File: src/rtl/pixel_frame_tx_ctrl.sv
// rtl/pixel_frame_tx_ctrl.sv - frame sequencer feeding BRAM pixels to the UART pixel sender
// Reads one frame (optionally led by a marker word) and hands each word over a valid/ready link.
module pixel_frame_tx_ctrl #(
  parameter int                 IMAGE_SIZE = 100,
  parameter int                 ADDR_W     = 17,
  parameter int                 PIXEL_W    = 12,
  parameter bit                 HEADER_EN  = 1'b1,
  parameter logic [PIXEL_W-1:0] SOF_WORD   = PIXEL_W'(12'hFFF)
) (
  input  logic               clk,
  input  logic               rst,
  input  logic               start,
  input  logic               abort,
  output logic [ADDR_W-1:0]  rd_addr,
  input  logic [PIXEL_W-1:0] rd_data,
  output logic [PIXEL_W-1:0] pixel,
  output logic               valid_out,
  input  logic               ready_in,
  output logic               busy,
  output logic               done,
  output logic [7:0]         frame_count
);

  localparam logic [2:0] S_IDLE    = 3'd0;
  localparam logic [2:0] S_HEADER  = 3'd1;
  localparam logic [2:0] S_FETCH   = 3'd2;
  localparam logic [2:0] S_LATCH   = 3'd3;
  localparam logic [2:0] S_PRESENT = 3'd4;
  localparam logic [2:0] S_DONE    = 3'd5;

  localparam logic [ADDR_W-1:0] LAST_IDX = ADDR_W'(IMAGE_SIZE - 1);

  logic [2:0]         state_q, state_d;
  logic [ADDR_W-1:0]  idx_q, idx_d;
  logic [PIXEL_W-1:0] pixel_q, pixel_d;
  logic [7:0]         count_q, count_d;
  logic               valid_q, busy_q, done_q;

  always_comb begin
    state_d = state_q;
    idx_d   = idx_q;
    pixel_d = pixel_q;
    count_d = count_q;
    case (state_q)
      S_IDLE: begin
        if (start) begin
          idx_d = '0;
          if (HEADER_EN) begin
            state_d = S_HEADER;
            pixel_d = SOF_WORD;
          end else begin
            state_d = S_FETCH;
          end
        end
      end
      S_HEADER: begin
        if (ready_in) state_d = S_FETCH;
      end
      S_FETCH: state_d = S_LATCH;
      S_LATCH: begin
        pixel_d = rd_data;
        state_d = S_PRESENT;
      end
      S_PRESENT: begin
        if (ready_in) begin
          if (idx_q == LAST_IDX) begin
            state_d = S_DONE;
          end else begin
            idx_d   = idx_q + ADDR_W'(1);
            state_d = S_FETCH;
          end
        end
      end
      S_DONE: begin
        count_d = count_q + 8'd1;
        state_d = S_IDLE;
      end
      default: state_d = S_IDLE;
    endcase
    // abort overrides everything, including a same-cycle handshake and a start in IDLE
    if (abort) begin
      state_d = S_IDLE;
      idx_d   = idx_q;
      pixel_d = pixel_q;
      count_d = count_q;
    end
  end

  always_ff @(posedge clk) begin
    if (rst) begin
      state_q <= S_IDLE;
      idx_q   <= '0;
      pixel_q <= '0;
      count_q <= '0;
      valid_q <= 1'b0;
      busy_q  <= 1'b0;
      done_q  <= 1'b0;
    end else begin
      state_q <= state_d;
      idx_q   <= idx_d;
      pixel_q <= pixel_d;
      count_q <= count_d;
      valid_q <= (state_d == S_HEADER) || (state_d == S_PRESENT);
      busy_q  <= (state_d != S_IDLE);
      done_q  <= (state_d == S_DONE);
    end
  end

  // the index itself drives the BRAM; it only moves on leaving PRESENT, so it holds under backpressure
  assign rd_addr     = idx_q;
  assign pixel       = pixel_q;
  assign valid_out   = valid_q;
  assign busy        = busy_q;
  assign done        = done_q;
  assign frame_count = count_q;

endmodule

File: config.mk
export PLATFORM = sky130hd
export DESIGN_NAME = pixel_frame_tx_ctrl
export DESIGN_NICKNAME = d
export VERILOG_FILES = /design/src/rtl/pixel_frame_tx_ctrl.sv
export SDC_FILE = /design/constraint.sdc
export NUM_CORES = 1
export LEC_CHECK = 0
export ABC_AREA = 1
export CAP_MARGIN = 0
export CORE_ASPECT_RATIO = 0.9
export CORE_MARGIN = 1
export CORE_UTILIZATION = 44
export DETAILED_ROUTE_END_ITERATION = 10
export PLACE_DENSITY = 0.76
export SYNTH_ARGS = -nofsm -noshare
export SYNTH_HDL_FRONTEND = slang
export SYNTH_SLANG_ARGS = --single-unit
File: constraint.sdc
create_clock -name clk -period 1.6 [get_ports clk]
set_input_delay 0.24 -clock clk [delete_from_list [all_inputs] [get_ports clk]]
set_output_delay 0.24 -clock clk [all_outputs]
set_load 0.1 [all_outputs]
==> results of run 1 <==
==> registers in the layout, indices dropped and copies added, names as in the netlist <==
signal       count
pixel           12
frame_count      8
state_q          3
valid_out        1
busy             1
rd_addr         17
done             1
==> how the worst max path moves through the flow <==
stage	from	to	slack (ns)	cells past startpoint
2_1_floorplan	rd_addr[0]	rd_addr[10]	-0.09	13
3_3_place_gp	abort	rd_addr[9]	-0.06	11
3_5_place_dp	abort	frame_count[6]	-0.13	8
4_1_cts	rd_addr[0]	rd_addr[13]	-0.008	12
5_1_grt	rd_addr[0]	rd_addr[9]	-0.07	13
6_report	rd_addr[0]	rd_addr[13]	0.02	12
==> logic make-up (layout without fill, tap and decap cells) <==
logic type,count (synthesis),count (layout),synth area share
simple gates,147,147,0.332
compound gates,48,48,0.172
buf+inv,48,127,0.0934
flops,43,43,0.376
xor+xnor,4,4,0.0153
fa+ha+maj,2,2,0.0109
==> timing repair <==
action / in CTS / in global routing
hold endpoints to repair: 0 / 0
pin swaps: 0 / 3
resized for setup: 0 / 16
setup buffers: 0 / 2
endpoints found under the setup margin: 6 / 23
==> critical path: stages, from the launching register on <==
cell,delay (ns)
dfxtp_4,0.37
ha_4,0.15
inv_4,0.04
nor2_2,0.07
nand2_1,0.06
nor2_1,0.11
nand2_2,0.08
nand2_4,0.11
nand2_4,0.08
nand2_8,0.10
buf_4,0.16
nand2_2,0.06
a21oi_2,0.12
==> per-layer routing <==
| layer | up-vias | global-route usage | share of wire |
|---|---|---|---|
| li1 | 1117 | - | - |
| met1 | 1069 | 0.322 | 0.44 |
| met2 | 62 | 0.387 | 0.50 |
| met3 | 14 | 0.0458 | 0.042 |
| met4 | 0 | 0.0967 | 0.018 |
| met5 | - | 0 | 0 |
==> stage by stage <==
step	power (mW)	util	worst slack (ns)	cells	setup TNS, ns
2_1_floorplan	1.44	-	-0.0856	292	-0.859
3_3_place_gp	1.65	0.717	-0.0599	426	-0.866
3_5_place_dp	1.66	0.717	-0.130	426	-2.15
4_1_cts	2.43	0.737	-0.00800	434	-0.0291
5_1_grt	2.52	0.752	-0.0685	436	-0.657
6_report	2.43	0.752	0.0213	436	0
==> power by group through the flow <==
stage | Clock [mW] | Sequential, mW | Combinational, mW
floorplan | 0 | 1.31 | 0.132
global placement | 0 | 1.13 | 0.526
detailed placement | 0 | 1.13 | 0.534
CTS | 0.793 | 1.10 | 0.535
global route | 0.842 | 1.11 | 0.570
finish | 0.779 | 1.10 | 0.548
==> synth_stat cells (all sizes together) <==
cell / number
nor3: 13
xor2: 4
o21a: 1
o21ai: 14
clkbuf: 3
nand4: 7
ha: 2
nor3b: 4
clkinv: 1
o21bai: 2
buf: 4
nor2: 44
nand2: 62
nand3: 16
o221a: 12
nand3b: 1
inv: 40
dfxtp: 43
a21oi: 19
==> cell type report <==
class                           count  share of cell area
Timing Repair Buffer               78               0.310
Tap cell                           65              0.0220
Sequential cell                    43               0.252
Clock buffer                        8              0.0274
Multi-Input combinational cell    201               0.346
Inverter                           41              0.0426
==> cell usage in the layout (no fill, tap or decap), types with 7 or more instances in the layout <==
cell	instances
nand2_1	45
a21oi_2	11
nand4_1	7
clkdlybuf4s50_1	16
dfxtp_1	17
o221a_2	10
nor2_2	7
a21oi_1	7
buf_12	41
dfxtp_2	10
nand3_1	10
buf_4	19
inv_1	35
nor3_1	9
nand2_2	13
nor2_1	33
dfxtp_4	16
==> summary.txt, run 1 <==
Route
  – ANT nets after route: 0
  – Via count: between 2,000 and 2,500
  – WL final: 6260 µm
  – Router iterations before antenna repair: 4
  – DRC viols: 0
  – Wire per inst: around 14 µm
  – Via/cell ratio: slightly above 5
  – DRT iter0 DRCs: 166

Worst hold path
  – Hold Crit Depth: 1
  – Hold Path Sink: rd_addr[2]
  – Min-Delay Path Class: flop to flop
  – Hold_sp: rd_addr[2]

Clock tree
  – Deepest clock path buffer count: 2
  – CTS buffer count: 5
  – H-tree depth: 2
  – CTS Root Cell: clkbuf_8
  – CTS tree: done
  – Clk sinks: 43
  – Clk Latency, worst-skew pair: roughly 0.30 ns
  – Cts-stage hold buffer count: 0
  – Reg clk slew, reported paths: 0.09 ns

STA
  – Final Slew Violations: 0
  – Final setup fails: 0
  – RSZ-0062 raised after global routing: yes
  – Hold WS: ~0.49 ns
  – Fmax: roughly 630 MHz
  – Skew final: just over 0.009 ns
  – Max-slew headroom: 0.782
  – Period utilization: 0.987
  – Fin. Hold Viols: 0
  – Slew @ Worst Pin: about 0.33 ns
  – Final min period: approximately 1.6 ns

Place
  – PortBufs: 56
  – DPL Wire Length: 4670 µm
  – Area after DPL: 3530 µm²
  – Gp weighted congestion: 0.916

Yosys
  – Register area share after synthesis: 0.376
  – Syn_area_per_cell: just under 8 µm²
  – Synth area leader: dfxtp_1
  – Synth unique cells: 35
  – Register bit total from synthesis: 43
  – Post-synthesis cell count: between 200 and 300
  – Share of the synthesized area in the top cell type: 0.376
  – Synth Net Count: just over 300
  – Netlist Area Pre-Place: approximately 2300 µm²
  – Yosys warns: 0
  – Ranking of synthesized cells by area: dfxtp_1 (38%), nand2_1 (7.7%), inv_1 (6.1%)

Critical path
  – R2R depth: 12
  – Reg2reg start: rd_addr[0]
  – Worst setup SP type: flop
  – Worst Path Required: approximately 1.8 ns
  – Setup CP Type: flop to flop
  – Worst Path Max Fanout: 8
  – WP data arrival: about 1.8 ns
  – Worst R2R End: rd_addr[13]
  – CP Capture Type: flop
  – R2R Setup Slk: ~0.021 ns

Final layout
  – Multi-input gate area: roughly 1300 µm²
  – Fillcell total: around 350
  – Layout cells sized above 1: 0.447
  – FF/Latch Area: between 900 and 1000 µm²
  – Nets: just under 400
  – Antenna fix cells: 0
  – Post-route cell area: 3700 µm²
  – Area delta synth->final: 61.7%

Floorplanning
  – Chip Width: about 80 µm
  – Io pins: between 50 and 60
  – Row count: 24
  – DIE AREA: ~5500 µm²
  – Die height: between 70 and 80 µm
  – Total core area: about 4900 µm²
  – Initial Util: 0.465

Power
  – Net Sw Frac: 0.303
  – Internal Power: approximately 1.7 mW
  – Combinational Power Share: 0.226
  – Clk network pwr share: 0.320
  – Sequential power share: 0.454
  – NetSw: 0.737 mW
  – LEAKAGE: about 1.4 nW
  – Cell Pwr Density: about 660 nW/µm²
  – VDD IR max: about 0.0006 V

Run status
  – Status: complete, no violations

Global routing
  – GRT overflow: 0
  – Initial antenna violation count: 0
  – All-Layer GR Usage: 0.243
  – Maximum number of pins on one net before global-route repair: 21
  – First-pass GRT wire length: between 10,000 and 15,000 µm
  – Vias in the first global route: 2,211

Job
  – Max-capacitance violation count: 0
Power figures use the tool's default switching activity.
==> run 2: changes to the inputs <==
CTS_CLUSTER_SIZE = 30   (was default)
SLEW_MARGIN = 20   (was default)
==> results of run 2 <==
Final layout, timing and power as in run 1 (identical DEF).
==> run 3: changes to the inputs <==
==> constraint.sdc (replaced) <==
create_clock -name clk -period 1.6 [get_ports clk]
set_input_delay 0.24 -clock clk [delete_from_list [all_inputs] [get_ports clk]]
set_output_delay 0.24 -clock clk [all_outputs]
set_load 0.005 [all_outputs]
==> run 3 against run 2 <==
Against the previous run: total power shrank 5.8%; sequential power is essentially flat; register-to-register slack worse by 0.03 ns; combinational power shrank 44%; sequential share of layout area grew 0.36 points; the run now ends with setup timing left; final cell count grew 3.2%; clock power increased by 12%; critical path depth is 1 higher.
==> summary.txt, run 3 (synthesis results as in run 1) <==
Run status
  – Failing checks: setup timing
  – Status: complete, but fails checks

Clock tree
  – CTS Root Cell: clkbuf_8
  – CTS buffer count: 5 (unchanged)
  – CTS tree: done
  – Reg clk slew, reported paths: 0.09 ns (about the same)
  – Cts-stage hold buffer count: 0 (unchanged)
  – Clk sinks: 43 (unchanged)
  – H-tree depth: 2 (unchanged)
  – Deepest clock path buffer count: 2 (unchanged)
  – Clk Latency, worst-skew pair: 0.31 ns (about the same)

Final layout
  – Nets: 403 (+3.6%)
  – Antenna fix cells: 0 (unchanged)
  – Layout cells sized above 1: 0.325 (-0.123)
  – Max reg flops: 17 (unchanged)
  – Post-route cell area: 3400 µm² (-8.1%)
  – Non-filler cells, final: 450 (+3.2%)
  – Commonest non-fill, non-tap cell in the layout: clkdlybuf4s50_1
  – Area delta synth->final: 48.5%
  – Most frequent cells in the layout: clkdlybuf4s50_1 (56), nand2_1 (42), inv_1 (36), dfxtp_1 (36), nor2_1 (32)

Route
  – DR WL met3: 296 µm (+12%)
  – Router iterations before antenna repair: 4 (unchanged)
  – Wire per inst: 13.7 µm (-4.3%)
  – Top sig layer: met4
  – Via/cell ratio: 5.05 (-2.6%)
  – Via count: 2,273 (+0.49%)
  – DRC viols: 0 (unchanged)
  – DRT iter0 DRCs: 106 (-36%)
  – ANT nets after route: 0 (unchanged)
  – WL final: 6180 µm (-1.2%)
  – WL met1: 2790 µm (+0.72%)
  – WL met2: 2990 µm (-3.8%)

STA
  – Slew @ Worst Pin: 0.343 ns (+0.0176 ns)
  – Final setup margin: -0.00470 ns (-0.0260 ns)
  – Final Slew Violations: 0 (unchanged)
  – Fin Setup TNS: -0.00470 ns (-0.00470 ns)
  – Period utilization: 1.00 (+0.0162)
  – Skew final: 0.00453 ns (-0.00465 ns)
  – Max-slew headroom: 0.770 (-0.0118)
  – Hold WS: 0.521 ns (+0.0276 ns)
  – Fmax: 623 MHz (-1.6%)
  – Final setup fails: 1 (+1)
  – RSZ-0062 raised after global routing: yes
  – Final min period: 1.60 ns (+0.0260 ns)
  – Fin. Hold Viols: 0 (unchanged)

Floorplanning
  – Die height: 70.4 µm (unchanged)
  – Total core area: 4920 µm² (unchanged)
  – Chip Width: 78.0 µm (unchanged)
  – Io pins: 57 (unchanged)
  – DIE AREA: 5500 µm² (unchanged)
  – Initial Util: 0.465 (unchanged)
  – Row count: 24 (unchanged)

Power
  – Net Sw Frac: 0.245 (-0.0575)
  – Pwr Total: 2.29 mW (-5.8%)
  – Cell Pwr Density: 674 nW/µm² (+2.6%)
  – Combinational Power Share: 0.133 (-0.093)
  – VDD IR max: 0.000501 V (-16%)
  – Internal Power: 1.73 mW (+2.0%)
  – LEAKAGE: 1.31 nW (-8.3%)
  – Clk network pwr share: 0.379 (+0.059)
  – NetSw: 0.563 mW (-24%)
  – Sequential power share: 0.487 (+0.033)

Critical path
  – Worst setup SP type: flop
  – WP data arrival: 1.80 ns (about the same)
  – Slowest CP cell: dfxtp_2
  – CP Capture Type: flop
  – Setup CP Type: flop to flop
  – Worst stage delay on the critical path: 0.36 ns (about the same)
  – Crit-path cells: ha_4 -> inv_4 -> nor2_4 -> nand2_1 -> nor2_1 -> nand2_2 -> nand2_4 -> nand2_8 -> nand2_8 -> buf_12 -> o21ai_2 -> nand2_1 -> nor2_1
  – Worst Path Max Fanout: 7 (-1)
  – Worst Path Required: 1.80 ns (-0.03 ns)

Place
  – Dpl cells: 440 (+3.3%)
  – Gp weighted congestion: 0.896 (-2.1%)
  – Area after DPL: 3150 µm² (-11%)
  – PortBufs: 56 (unchanged)
  – DPL Wire Length: 4440 µm (-4.8%)

Worst hold path
  – Min-Delay Path Class: flop to flop

Global routing
  – All-Layer GR Usage: 0.230 (-0.0127)
  – GRT overflow: 0 (unchanged)
  – Vias in the first global route: 2,169 (-1.9%)
  – Maximum number of pins on one net before global-route repair: 21 (unchanged)
  – First-pass GRT wire length: 9920 µm (-6.1%)
  – Initial antenna violation count: 0 (unchanged)

Job
  – Max-capacitance violation count: 0 (unchanged)
run 3: cell count changes in the layout (fill, tap and decap cells not counted), sizes merged:
| cell | change |
|---|---|
| bufinv | +1 |
| clkinv | +2 |
| buf | -27 |
| nand2 | +1 |
| clkbuf | -3 |
| clkdlybuf4s50 | +40 |
run 3: area by class of cell:
cell class,count,area [µm²]
tap,65,81.3
timing repair buffer,91,856
multi-input combinational,202,1320
inverter,41,158
fill,421,1520
clock inverter,3,43.8
sequential,43,870
clock buffer,5,68.8
run 3: timing repair:
item | CTS | global route
endpoints found under the hold margin | 0 | 0
pin swaps | 1 | 16
setup buffers | 0 | 1
cloned | 0 | 1
resized for setup | 8 | 27
setup endpoints to repair | 18 | 33
run 3: per-stage QoR:
stage	setup slack, ns	utilization
3_3_place_gp	-0.0580	0.640
6_report	-0.00470	0.691
5_1_grt	-0.102	0.691
2_1_floorplan	0.0500	-
4_1_cts	0.00765	0.668
3_5_place_dp	-0.139	0.640
run 3: per-layer routing:
layer,GRT usage,vias to the layer above
met5,0,-
met4,0.0802,0
met3,0.0458,10
met2,0.378,52
met1,0.298,1064
li1,-,1147
run 3: path summary, 6_finish.rpt:
check                               startpoint              to  slack, ns  depth (start not counted)
worst min-delay path            frame_count[7]  frame_count[7]       0.52                          2
worst min register to register  frame_count[7]  frame_count[7]       0.52                          2
worst max register to register      rd_addr[1]      rd_addr[9]     -0.005                         13
worst max-delay path                rd_addr[1]      rd_addr[9]     -0.005                         13
run 3: power by group through the flow:
stage | sequential (mW) | combinational [mW] | clock [mW]
floorplan | 1.14 | 0.130 | 0
global placement | 1.14 | 0.276 | 0
detailed placement | 1.14 | 0.283 | 0
CTS | 1.12 | 0.290 | 0.889
global route | 1.12 | 0.328 | 0.937
finish | 1.12 | 0.306 | 0.869
run 3: critical path, delay by kind of cell, from the launching register on:
kind | cells | cell delay (ns)
AO/OA/AOI/OAI | 1 | 0.05
AND/OR/NAND/NOR | 9 | 0.77
flip-flops | 1 | 0.36
adder cells (fa/ha/maj) | 1 | 0.16
buffers and inverters | 2 | 0.16
